### config.mk
export PLATFORM = sky130hd
export DESIGN_NAME = coin_travel_sequencer
export DESIGN_NICKNAME = d
export VERILOG_FILES = /design/src/rtl/coin_travel_sequencer.sv
export SDC_FILE = /design/constraint.sdc
export NUM_CORES = 1
export LEC_CHECK = 0
export ABC_CLOCK_PERIOD_IN_PS = 3200
export CAP_MARGIN = 20
export CORE_AREA = 2 2 69 71
export DETAILED_ROUTE_END_ITERATION = 10
export DIE_AREA = 0 0 71 73
export GPL_TIMING_DRIVEN = 0
export PLACE_DENSITY = 0.94
export SYNTH_ARGS = -nofsm -noshare
export SYNTH_HDL_FRONTEND = slang
export SYNTH_SLANG_ARGS = --single-unit
### constraint.sdc
create_clock -name clock -period 3.2 [get_ports clock]
set_input_delay 0.8 -clock clock [delete_from_list [all_inputs] [get_ports clock]]
set_output_delay 0.8 -clock clock [all_outputs]
set_load 0.005 [all_outputs]
### src/rtl/coin_travel_sequencer.sv
// Coin sprite travel sequencer.
// Draws, holds, erases and steps the coin between stations on the framebuffer.
module coin_travel_sequencer #(
    parameter int          SPRITE_W    = 4,
    parameter int          SPRITE_H    = 4,
    parameter int          FRAME_DIV   = 833333,
    parameter int          ROW_Y       = 56,
    parameter int          STATION0_X  = 4,
    parameter int          STATION1_X  = 40,
    parameter int          STATION2_X  = 76,
    parameter int          STATION3_X  = 112,
    parameter int          STATION4_X  = 148,
    parameter logic [2:0]  COIN_COLOUR = 3'b110,
    parameter logic [2:0]  BG_COLOUR   = 3'b000
) (
    input  logic       clock,
    input  logic       resetn,
    input  logic [2:0] travel,
    output logic [7:0] plot_x,
    output logic [6:0] plot_y,
    output logic [2:0] plot_colour,
    output logic       plot,
    output logic       done_travel,
    output logic       busy
);

    localparam int WCW = $clog2(FRAME_DIV + 1);
    localparam int PXW = (SPRITE_W > 1) ? $clog2(SPRITE_W) : 1;
    localparam int PYW = (SPRITE_H > 1) ? $clog2(SPRITE_H) : 1;

    typedef enum logic [2:0] {
        IDLE,
        LOAD,
        DRAW,
        WAIT,
        ERASE,
        DONE,
        HOLD
    } state_t;

    state_t           state_q, state_d;
    logic [2:0]       code_q, code_d;
    logic [7:0]       cur_x_q, cur_x_d;
    logic [7:0]       end_x_q, end_x_d;
    logic [PXW-1:0]   px_q, px_d;
    logic [PYW-1:0]   py_q, py_d;
    logic [WCW-1:0]   wait_q, wait_d;

    logic             code_ok;
    logic [7:0]       start_sel;
    logic [7:0]       end_sel;
    logic             px_last;
    logic             pix_last;
    logic             wait_last;

    // Only the four forward legs are recognised; anything else is ignored.
    always_comb begin
        code_ok = (travel == 3'b001) || (travel == 3'b010) ||
                  (travel == 3'b011) || (travel == 3'b101);
    end

    // Map the latched travel code to its start and destination columns.
    always_comb begin
        start_sel = 8'(STATION0_X);
        end_sel   = 8'(STATION1_X);
        case (code_q)
            3'b001: begin
                start_sel = 8'(STATION0_X);
                end_sel   = 8'(STATION1_X);
            end
            3'b010: begin
                start_sel = 8'(STATION1_X);
                end_sel   = 8'(STATION2_X);
            end
            3'b011: begin
                start_sel = 8'(STATION2_X);
                end_sel   = 8'(STATION3_X);
            end
            3'b101: begin
                start_sel = 8'(STATION3_X);
                end_sel   = 8'(STATION4_X);
            end
            default: begin
                start_sel = 8'(STATION0_X);
                end_sel   = 8'(STATION1_X);
            end
        endcase
    end

    // Scan position flags for the sprite footprint and the hold counter.
    always_comb begin
        px_last   = (px_q == PXW'(SPRITE_W - 1));
        pix_last  = px_last && (py_q == PYW'(SPRITE_H - 1));
        wait_last = (wait_q == WCW'(FRAME_DIV - 1));
    end

    // Next-state logic: draw / hold / erase / step until the destination.
    always_comb begin
        state_d = state_q;
        code_d  = code_q;
        cur_x_d = cur_x_q;
        end_x_d = end_x_q;
        px_d    = px_q;
        py_d    = py_q;
        wait_d  = wait_q;
        case (state_q)
            IDLE: begin
                if (code_ok) begin
                    code_d  = travel;
                    state_d = LOAD;
                end
            end
            LOAD: begin
                cur_x_d = start_sel;
                end_x_d = end_sel;
                px_d    = '0;
                py_d    = '0;
                wait_d  = '0;
                state_d = DRAW;
            end
            DRAW: begin
                if (pix_last) begin
                    px_d    = '0;
                    py_d    = '0;
                    wait_d  = '0;
                    state_d = WAIT;
                end else if (px_last) begin
                    px_d = '0;
                    py_d = py_q + PYW'(1);
                end else begin
                    px_d = px_q + PXW'(1);
                end
            end
            WAIT: begin
                if (wait_last) begin
                    wait_d  = '0;
                    state_d = (cur_x_q == end_x_q) ? DONE : ERASE;
                end else begin
                    wait_d = wait_q + WCW'(1);
                end
            end
            ERASE: begin
                if (pix_last) begin
                    px_d    = '0;
                    py_d    = '0;
                    cur_x_d = cur_x_q + 8'd1;
                    state_d = DRAW;
                end else if (px_last) begin
                    px_d = '0;
                    py_d = py_q + PYW'(1);
                end else begin
                    px_d = px_q + PXW'(1);
                end
            end
            DONE: begin
                state_d = HOLD;
            end
            HOLD: begin
                if (travel == 3'b000) begin
                    state_d = IDLE;
                end
            end
            default: begin
                state_d = IDLE;
            end
        endcase
    end

    // State and datapath registers with synchronous active-low reset.
    always_ff @(posedge clock) begin
        if (!resetn) begin
            state_q <= IDLE;
            code_q  <= 3'b000;
            cur_x_q <= 8'd0;
            end_x_q <= 8'd0;
            px_q    <= '0;
            py_q    <= '0;
            wait_q  <= '0;
        end else begin
            state_q <= state_d;
            code_q  <= code_d;
            cur_x_q <= cur_x_d;
            end_x_q <= end_x_d;
            px_q    <= px_d;
            py_q    <= py_d;
            wait_q  <= wait_d;
        end
    end

    // Moore outputs decoded from the registered state and scan counters.
    always_comb begin
        plot        = 1'b0;
        plot_x      = 8'd0;
        plot_y      = 7'd0;
        plot_colour = 3'b000;
        done_travel = (state_q == DONE);
        busy        = (state_q != IDLE);
        if (state_q == DRAW || state_q == ERASE) begin
            plot        = 1'b1;
            plot_x      = cur_x_q + 8'(px_q);
            plot_y      = 7'(ROW_Y) + 7'(py_q);
            plot_colour = (state_q == DRAW) ? COIN_COLOUR : BG_COLOUR;
        end
    end

endmodule

## After elaboration in Yosys (flattened, before gate mapping)

Cells that the tools add are included.
W data, S select, Z words.

- Bits in registers: 46
- Word-level logic and storage cells: 78

- $add $sub $neg: 6
- Equal/unequal tests: 23
- Mux-type cells: 25
- Reduce and logical (&&, ||, !) cells: 17

Operators with widths:

| operator | count |
|---|---|
| $pmux W20 S3 | 1 |
| $mux W20 | 2 |
| $pmux W8 S3 | 1 |
| $mux W3 | 7 |
| $pmux W3 S7 | 1 |
| $pmux W7 S3 | 1 |
| $add A20 B1 Y20 const B | 1 |
| $eq A20 B20 Y1 const B | 1 |
| $eq A3 B2 Y1 const B | 6 |
| $mux W8 | 2 |
| $pmux W8 S2 | 1 |
| $eq A3 B3 Y1 const B | 5 |
| $ne A2 B2 Y1 const B | 5 |
| $add A8 B1 Y8 const B | 1 |
| $add A8 B2 Y8 | 1 |
| $eq A8 B8 Y1 | 1 |
| $mux W2 | 4 |
| $pmux W2 S2 | 2 |
| $reduce_and A2 Y1 | 4 |
| $add A6 B2 Y7 const A | 1 |
| $mux W7 | 1 |
| $eq A3 B1 Y1 const B | 2 |
| $logic_not A3 Y1 | 2 |
| $reduce_bool A3 Y1 | 2 |
| other kinds (9) | 16 |

## Depth between registers and ports, before layout

- Depth after elaboration: 6
- Mapped depth: 9

## Least setup slack after synthesis

Ideal clock, no wire load.

- Path type: reg2out
- From: reg cur_x_q[0]
- To: out plot_x[4]
- Arrival: 1.271 ns
- Data required time: 2.400 ns
- Path slack: 1.129 ns
- Stages on the path, launching flop included: 6
- Path buffers: 0
- Cell sequence: dfxtp_1 > ha_1 > fa_1 > nand3_1 > xor2_1 > nor2_1

- Longest elaborated chain between the ends: 2

Ends and longest elaborated chain:

| what | RTL line | RTL |
|---|---|---|
| start, declared | 43 | `logic [7:0] cur_x_q, cur_x_d;` |
| start signal, assigned | 182 | `cur_x_q <= cur_x_d;` |
| $add A8 B2 Y8 | 200 | `plot_x = cur_x_q + 8'(px_q);` |
| $mux W8 | 198 | `if (state_q == DRAW \|\| state_q == ERASE) begin` |
| end, declared | 19 | `output logic [7:0] plot_x,` |

No other way between the ends.

## Final worst setup path

- From: reg cur_x_q[2]
- To: out plot_x[5]

Same word-level chain as after synthesis.

==> flow_metrics.env <==
export IMPL_combPwrFrac=0.261
export IMPL_critPathRequiredTime_ns=2.40
export IMPL_switching_share=0.318
export IMPL_switchingPower_w=0.000423
export IMPL_ys_warn_count=0
export IMPL_antennaDiodeCount=0
export IMPL_seq_area_frac_synth=0.333
export IMPL_cts_buffers=5
export IMPL_period_needed_ns=3.20
export IMPL_placedCellCount=411
export IMPL_die_y_um=73
export IMPL_wl_per_cell_um=15.7
export IMPL_violations="negative setup slack"
export IMPL_detail_route_antenna_nets=0
export IMPL_placed_cell_area_um2=2940
export IMPL_portBuffers=22
export IMPL_rr_startpoint="px_q[1]$_SDFFE_PN0P_"
export IMPL_antenna_found_initial=0
export IMPL_worst_r2r_setup_slack_ns=0.92
export IMPL_fin_area_um2=3030
export IMPL_path_class="register to output pin"
export IMPL_via_count=2618
export IMPL_drt_initial_drc_count=255
export IMPL_synth_top_area_share=0.333
export IMPL_synth_top_area_cell="dfxtp_1"
export IMPL_hp_class="register to register"
export IMPL_initial_utilization=0.584
export IMPL_post_cts_buffers=0
export IMPL_clock_latency_ns=0.30
export IMPL_r2r_cells=7
export IMPL_cts_resized_gates=0
export IMPL_end_kind="output pin"
export IMPL_fillCellCount=359
export IMPL_synth_cells=333
export IMPL_grt_pass1_vias=2244
export IMPL_path_max_fanout=10
export IMPL_status="complete, but fails checks"
export IMPL_skew_ns=0.00763
export IMPL_synth_edf_count=0
export IMPL_fin_crit_sh=1.00
export IMPL_dieArea_um2=5180
export IMPL_hold_ws_ns=0.475
export IMPL_cts_sinks=44
export IMPL_avgViaCountPerCell=6.26
export IMPL_htreeDepth=2
export IMPL_clkPwrFrac=0.275
export IMPL_grt_max_degree=13
export IMPL_vdd_drop_max_v=0.000368
export IMPL_synth_most_common_cell="dfxtp_1"
export IMPL_cts_hold_buf=0
export IMPL_post_place_ws_ns=0.438
export IMPL_hold_end="wait_q[19]$_SDFFE_PN0P_"
export IMPL_cp_start_kind="register"
export IMPL_relSlewSlack=0.542
export IMPL_hold_path_startpoint="wait_q[19]$_SDFFE_PN0P_"
export IMPL_slew_violations=0
export IMPL_p_int_w=0.000908
export IMPL_clockBufferDepth=2
export IMPL_cts_root_buf="clkbuf_8"
export IMPL_area_growth_pct=14.5
export IMPL_drc=0
export IMPL_syn_avg_cell_area_um2=7.95
export IMPL_final_setup_worst_slack_ns=-0.0000970
export IMPL_p_per_area_nw_per_um2=439
export IMPL_fin_cells=418
export IMPL_leakage_nw=1.12
export IMPL_pwr_share_seq=0.463
export IMPL_finalSetupViolCount=1
export IMPL_critPathArrivalTime_ns=2.40
export IMPL_overflow=0
export IMPL_ys_flop_type="dfxtp_1"
export IMPL_grt_use_total=0.249
export IMPL_num_rows=25
export IMPL_worstMarginPinSlew_ns=0.681
export IMPL_drv_cap=0
export IMPL_hold_path_depth=1
export IMPL_drive_above_1_share=0.0769
export IMPL_design_core_area_um2=4540
export IMPL_async_flop_share=0
export IMPL_synthTopCellsByCount="44 x dfxtp_1, 31 x nor2_1, 30 x nand2_1"
export IMPL_syn_area_um2=2650
export IMPL_synth_distinct_cells=52
export IMPL_r2r_end="wait_q[18]$_SDFFE_PN0P_"
export IMPL_cts_tree="built"
export IMPL_clkSlewWorstSetupHoldPaths_ns=0.08
export IMPL_synthTopCellsByArea="dfxtp_1 33%, a21oi_1 5.1%, nor2_1 4.4%, nand2_1 4.3%, ha_1 3.8%"
export IMPL_wl_um=6580
export IMPL_yosys_register_bits=44
export IMPL_fmaxAchievable_mhz=312
export IMPL_hpwl_um=4610
export IMPL_grt_pass1_wl_um=10400
export IMPL_drtPass1Iterations=6
export IMPL_die_w_um=71
export IMPL_layout_nets=377
export IMPL_hold_violations=0
export IMPL_place_congestion=0.900
export IMPL_io_pins=26
==> metal layers <==
| metal | part of all wire | global-route usage | routed length [µm] |
|---|---|---|---|
| met3 | 0.081 | 0.0442 | 535 |
| met5 | 0 | 0 | 0 |
| met4 | 0.042 | 0.111 | 278 |
| met2 | 0.46 | 0.410 | 3010 |
| met1 | 0.42 | 0.322 | 2760 |
==> sequential cells by signal, summed over array words and instances, names as in the netlist <==
| signal | cells |
|---|---|
| code_q | 3 |
| cur_x_q | 8 |
| end_x_q | 6 |
| px_q | 2 |
| py_q | 2 |
| state_q | 3 |
| wait_q | 20 |
==> layout make-up <==
cell class                 count  area [µm²]  area share
multi-input combinational    255        1600       0.527
sequential                    44         881       0.290
timing repair buffer          22         220      0.0726
buffer                        22         128      0.0421
clock buffer                   8        90.1      0.0297
tap                           54        67.6      0.0223
inverter                      13        48.8      0.0161
==> cell usage in the layout (no fill, tap or decap), types with 7 or more instances in the layout <==
| cell type | n |
|---|---|
| nand2b_1 | 9 |
| nand2_1 | 30 |
| mux2i_1 | 9 |
| nand3_1 | 19 |
| xor2_1 | 9 |
| clkbuf_1 | 11 |
| a31oi_1 | 9 |
| o21ai_0 | 10 |
| xnor2_1 | 10 |
| nand4_1 | 7 |
| clkdlybuf4s50_1 | 22 |
| inv_1 | 12 |
| a21oi_1 | 27 |
| buf_4 | 7 |
| nor2_1 | 31 |
| dfxtp_1 | 44 |
| ha_1 | 8 |
==> worst max path at each step <==
stage | slack [ns] | to | cells after the start | start
floorplan | 1.13 | plot_x[4] | 5 | cur_x_q[0]$_SDFFE_PN0P_
global route | -0.04 | plot_x[5] | 6 | cur_x_q[2]$_SDFFE_PN0P_
global placement | 0.57 | plot_x[5] | 6 | cur_x_q[2]$_SDFFE_PN0P_
CTS | 0.1 | plot_x[5] | 7 | cur_x_q[1]$_SDFFE_PN0P_
finish | -0.0001 | plot_x[5] | 6 | cur_x_q[2]$_SDFFE_PN0P_
detailed placement | 0.44 | plot_x[6] | 6 | cur_x_q[0]$_SDFFE_PN0P_
==> stage by stage <==
step                      utilization  power [W]  setup TNS [ns]
final                           0.669    0.00133      -0.0000970
after global routing            0.669    0.00139         -0.0384
after global placement          0.649   0.000946               0
after floorplan                     -   0.000856               0
after CTS                       0.669    0.00132               0
after detailed placement        0.649   0.000961               0
==> cells by family (layout without fill, tap and decap cells) <==
family	Yosys count	count (layout)	share of synthesized area
AOI/OAI and AO/OA	75	75	0.177
xor gates and xnor gates	19	19	0.0628
adders and majority gates	9	9	0.0453
buffers and inverters	36	65	0.0680
DFF	44	44	0.333
muxes	9	9	0.0340
other	1	3	0.00142
and+or+nand+nor	140	140	0.279
==> critical path: stages, from the launching register on <==
cell and delay [ns]:
dfxtp_1 0.34, clkbuf_1 0.44, nor2b_2 0.36, nand3_1 0.13, xor2_1 0.17, nor2_1 0.13, clkdlybuf4s50_1 0.53
==> power groups by stage <==
stage | Sequential, W | Clock (W) | Combinational, W
6_report | 0.000616 | 0.000367 | 0.000348
5_1_grt | 0.000620 | 0.000392 | 0.000375
4_1_cts | 0.000613 | 0.000368 | 0.000339
3_5_place_dp | 0.000625 | 0 | 0.000336
3_3_place_gp | 0.000624 | 0 | 0.000322
2_1_floorplan | 0.000617 | 0 | 0.000239
Power figures use the tool's default switching activity.
